--- config.mk ---
export PLATFORM = sky130hd
export DESIGN_NAME = seq_bit_serializer
export DESIGN_NICKNAME = d
export VERILOG_FILES = /design/src/rtl/seq_det_pkg.sv /design/src/rtl/seq_bit_serializer.sv
export SDC_FILE = /design/constraint.sdc
export NUM_CORES = 1
export LEC_CHECK = 0
export CORE_UTILIZATION = 25
export CTS_CLUSTER_SIZE = 16
export DETAILED_ROUTE_END_ITERATION = 8
export PLACE_DENSITY_LB_ADDON = 0.08
export SYNTH_ARGS = -nofsm -noshare
export SYNTH_HDL_FRONTEND = slang
export SYNTH_SLANG_ARGS = --single-unit
--- constraint.sdc ---
create_clock -name clk1 -period 1.98 [get_ports clk1]
set_clock_uncertainty 0.1 [all_clocks]
set_input_delay 0.396 -clock clk1 [delete_from_list [all_inputs] [get_ports clk1]]
set_output_delay 0.396 -clock clk1 [all_outputs]
set_load 0.01 [all_outputs]
--- src/rtl/seq_det_pkg.sv ---
// Shared definitions for the serial sequence detector and its upstream serializer.
package seq_det_pkg;

   typedef enum logic {S_IDLE, S_SHIFT} state_t;

   // Line level between words; detector benches use the same constant.
   localparam logic IDLE_BIT_DEFAULT = 1'b0;

   function automatic int cnt_w(input int width);
      return (width < 2) ? 1 : $clog2(width);
   endfunction

endpackage

--- src/rtl/seq_bit_serializer.sv ---
// Parallel-to-serial feeder for the sequence detector: valid/ready word intake,
// one bit per enabled clk1 edge on sbit, back-to-back words without a bubble.
module seq_bit_serializer
   import seq_det_pkg::*;
#(
   parameter int   WIDTH     = 8,
   parameter bit   MSB_FIRST = 1'b1,
   parameter logic IDLE_BIT  = IDLE_BIT_DEFAULT
) (
   input  logic             clk1,
   input  logic             rst,
   input  logic [WIDTH-1:0] load_data,
   input  logic             load_valid,
   output logic             load_ready,
   input  logic             bit_en,
   output logic             sbit,
   output logic             sbit_valid,
   output logic             frame_last,
   output logic             busy
);

   localparam int            CW       = cnt_w(WIDTH);
   localparam logic [CW-1:0] CNT_LAST = CW'(WIDTH - 1);

   state_t           state, state_nx;
   logic [CW-1:0]    cnt, cnt_nx;
   logic [WIDTH-1:0] shreg, shreg_nx;
   logic             sbit_nx, valid_nx, last_nx;
   logic             at_last, accept;

   // shreg holds the bits not yet presented, next one always at the outgoing end.
   function automatic logic first_bit(input logic [WIDTH-1:0] w);
      return MSB_FIRST ? w[WIDTH-1] : w[0];
   endfunction

   function automatic logic [WIDTH-1:0] drop_bit(input logic [WIDTH-1:0] w);
      return MSB_FIRST ? (w << 1) : (w >> 1);
   endfunction

   assign busy = (state == S_SHIFT);

   always_comb begin
      // NOTE: every signal gets a default first so no path through the case infers a latch.
      state_nx   = state;
      cnt_nx     = cnt;
      shreg_nx   = shreg;
      sbit_nx    = sbit;
      valid_nx   = sbit_valid;
      at_last    = (state == S_SHIFT) && (cnt == CNT_LAST);
      load_ready = (state == S_IDLE) || (at_last && bit_en);
      accept     = load_valid && load_ready;

      case (state)
         S_IDLE: begin
            sbit_nx  = IDLE_BIT;
            valid_nx = 1'b0;
         end
         S_SHIFT: begin
            if (bit_en) begin
               if (at_last) begin
                  state_nx = S_IDLE;
                  cnt_nx   = '0;
                  shreg_nx = '0;
                  sbit_nx  = IDLE_BIT;
                  valid_nx = 1'b0;
               end else begin
                  cnt_nx   = cnt + CW'(1);
                  shreg_nx = drop_bit(shreg);
                  sbit_nx  = first_bit(shreg);
               end
            end
         end
         default: state_nx = S_IDLE;
      endcase

      // A same-edge accept overrides retirement, giving gap-free back-to-back words.
      if (accept) begin
         state_nx = S_SHIFT;
         cnt_nx   = '0;
         shreg_nx = drop_bit(load_data);
         sbit_nx  = first_bit(load_data);
         valid_nx = 1'b1;
      end

      last_nx = (state_nx == S_SHIFT) && (cnt_nx == CNT_LAST);
   end

   // NOTE: state registers use non-blocking assignments so all flops update from pre-edge values.
   always_ff @(posedge clk1 or posedge rst) begin
      if (rst) begin
         state      <= S_IDLE;
         cnt        <= '0;
         shreg      <= '0;
         sbit       <= IDLE_BIT;
         sbit_valid <= 1'b0;
         frame_last <= 1'b0;
      end else begin
         state      <= state_nx;
         cnt        <= cnt_nx;
         shreg      <= shreg_nx;
         sbit       <= sbit_nx;
         sbit_valid <= valid_nx;
         frame_last <= last_nx;
      end
   end

endmodule

==> impl_metrics.env, run 1 <==
export IMPL_min_path_type="in -> async"
export IMPL_instances_no_fill=128
export IMPL_fin_crit_ns=1.90
export IMPL_cpPeakStageDelay_ns=0.39
export IMPL_critPathSlowestCell="dfrtp_1"
export IMPL_cp_start_kind="flip-flop"
export IMPL_drc=2
export IMPL_finalCritPeriodShare_pct=96.0
export IMPL_critPathRequiredTime_ns=1.48
export IMPL_cts_root_buffer="clkbuf_4"
export IMPL_dieArea_um2=3280
export IMPL_crit_family="flip-flops"
export IMPL_antenna_found_initial=0
export IMPL_r2r_cells=6
export IMPL_outcome="finished with violations"
export IMPL_cts_htree_levels=1
export IMPL_area_growth_pct=31.8
export IMPL_wl_met1_um=830
export IMPL_finish_utilization_pct=35.6
export IMPL_synth_edf_count=0
export IMPL_cts_hold_buf=0
export IMPL_p_leak_nw=0.455
export IMPL_grt_ovfl_total=0
export IMPL_hold_viol=0
export IMPL_async_reset_ff_share_pct=100
export IMPL_dr_wl_met2_um=823
export IMPL_drt_iter0_markers=18
export IMPL_r2r_start="cnt[0]"
export IMPL_synthMostInstantiatedCell="dfrtp_1"
export IMPL_post_place_ws_ns=-0.0633
export IMPL_grt_pass1_vias=600
export IMPL_worst_setup_path_type="reg -> out"
export IMPL_grtUsageTotal_pct=11.3
export IMPL_clkTransAtPathRegs_ns=0.09
export IMPL_setup_ws_ns=0.0784
export IMPL_ys_seq_elements=14
export IMPL_r2r_slack_ns=0.29
export IMPL_initial_core_util_pct=27.0
export IMPL_port_buffers=16
export IMPL_core_area_um2=2830
export IMPL_clock_sinks=14
export IMPL_synth_top_area_share_pct=45.9
export IMPL_violations="design-rule violations"
export IMPL_gp_congestion=0.689
export IMPL_drv_cap=0
export IMPL_syn_area_per_cell_um2=10.3
export IMPL_clock_latency_ns=0.28
export IMPL_synth_warnings=0
export IMPL_synth_top_cells_by_count="dfrtp_1 (14), nor2_1 (8), a21oi_1 (7), inv_1 (7), a32oi_1 (6)"
export IMPL_setup_violations=0
export IMPL_maxUsedRoutingLayer="met4"
export IMPL_wirelength_mm=1.73
export IMPL_wl_per_cell_um=13.5
export IMPL_drv_slew=0
export IMPL_rsz0062_at_grt="no"
export IMPL_synth_area_leaders="dfrtp_1 (46%), a32oi_1 (6.9%), buf_6 (5.9%)"
export IMPL_slew_headroom_pct=62.4
export IMPL_drt_pass1_iterations=8
export IMPL_vias=610
export IMPL_syn_nets=88
export IMPL_arrival_ns=1.41
export IMPL_critPathMaxFanout=2
export IMPL_ant_nets=0
export IMPL_cts_tree="done"
export IMPL_ir_worst_vdd_mv=0.373
export IMPL_end_kind="primary output"
export IMPL_drive_above_1_share_pct=19.6
export IMPL_synth_main_ff_cell="dfrtp_1"
export IMPL_vias_per_cell=4.77
export IMPL_r2r_end="shreg[3]"
export IMPL_grt_max_degree=15
export IMPL_p_per_area_nw_per_um2=1060
export IMPL_synth_cell_types=29
export IMPL_rows=19
export IMPL_fmax_mhz=526
export IMPL_die_h_um=57.3
export IMPL_dp_hpwl_mm=1.25
export IMPL_n_fill_cell=291
export IMPL_worstPathCellList="ha_1 -> ha_2 -> a21bo_1 -> buf_2"
export IMPL_worst_slew_pin_slew_ns=0.564
export IMPL_synth_top_area_cell="dfrtp_1"
export IMPL_die_w_um=57.3
export IMPL_grt_pass1_wl_mm=2.68
export IMPL_nets=112
export IMPL_path_buf_inv=1
export IMPL_cts_buffers=3
export IMPL_fin_setup_tns_ns=0
export IMPL_syn_area_um2=763
export IMPL_insertedDiodeCount=0
export IMPL_cts_buffer_depth=2
export IMPL_dr_wl_met3_um=53
export IMPL_ys_seq_area_share_pct=45.9
export IMPL_dp_cells=123
export IMPL_num_io_pins=17
export IMPL_synthCells=74
[layout make-up]
type | count | area, um^2 | area share, %
repair buffers | 24 | 215 | 21.4
flip-flops and latches | 14 | 350 | 34.8
well taps | 31 | 38.8 | 3.86
inverters | 7 | 26.3 | 2.61
clock buffers | 4 | 36.3 | 3.61
multi-input cells | 48 | 339 | 33.7
[logic make-up after synthesis]
| logic type | share of synthesized area (%) |
|---|---|
| adder cells (fa/ha/maj) | 3.28 |
| flip-flops | 45.9 |
| AO/OA/AOI/OAI | 21.5 |
| multiplexers | 6.06 |
| buffers and inverters | 10.0 |
| AND/OR/NAND/NOR | 13.3 |
[metal layers]
layer  vias up  global-route usage [%]
met2         7                    19.2
met1       287                    12.7
met3         2                    4.08
met5         -                       0
met4         0                    5.23
li1        314                       -
[worst max path at each step]
stage          startpoint    endpoint  slack [ns]  cells past startpoint
6_report           cnt[0]  load_ready        0.08                      4
3_5_place_dp       bit_en  load_ready       -0.06                      3
2_1_floorplan      cnt[0]  load_ready        0.28                      4
3_3_place_gp       bit_en  load_ready       -0.07                      3
5_1_grt              busy        busy        0.02                      2
4_1_cts            cnt[0]  load_ready        0.04                      4
[timing repair]
item | in CTS | in global routing
setup buffers | 0 | 1
resized for setup | 4 | 1
setup endpoints to repair | 1 | 1
[per-stage QoR]
| stage | hold slack [ns] | power [mW] | area, um^2 |
|---|---|---|---|
| 2_1_floorplan | 0.185 | 0.696 | 763 |
| 3_3_place_gp | 0.376 | 0.846 | 965 |
| 3_5_place_dp | 0.390 | 0.849 | 965 |
| 4_1_cts | 0.378 | 1.06 | 996 |
| 5_1_grt | 0.402 | 1.14 | 1010 |
| 6_report | 0.356 | 1.06 | 1010 |
[power by group]
part | internal (mW) | total (mW) | switching, mW
sequential | 0.382 | 0.435 | 0.0528
combinational | 0.224 | 0.416 | 0.192
clock | 0.112 | 0.210 | 0.0980
[layout by cell type (no fill, tap or decap), types with 3 or more instances in the layout]
| master | instances |
|---|---|
| dfrtp_1 | 14 |
| nor2_1 | 8 |
| nand2_1 | 5 |
| clkdlybuf4s50_1 | 15 |
| a21oi_1 | 7 |
| inv_1 | 7 |
| a32oi_1 | 6 |
| clkbuf_4 | 3 |
| buf_4 | 8 |
[registers in the layout, summed over array words and instances (netlist names)]
signal,flops
busy,1
cnt,3
frame_last,1
sbit,1
sbit_valid,1
shreg,7
(Power assumes the default switching activity.)
==> run 2, diff against run 1 <==
--- a/config.mk
+++ b/config.mk
@@ -8,6 +8,7 @@
 export CORE_UTILIZATION = 25
 export CTS_CLUSTER_SIZE = 16
 export DETAILED_ROUTE_END_ITERATION = 8
+export GPL_ROUTABILITY_DRIVEN = 1
 export PLACE_DENSITY_LB_ADDON = 0.08
 export SYNTH_ARGS = -nofsm -noshare
 export SYNTH_HDL_FRONTEND = slang
==> results of run 2 <==
No change in the layout: final DEF, timing and power equal those of run 1.
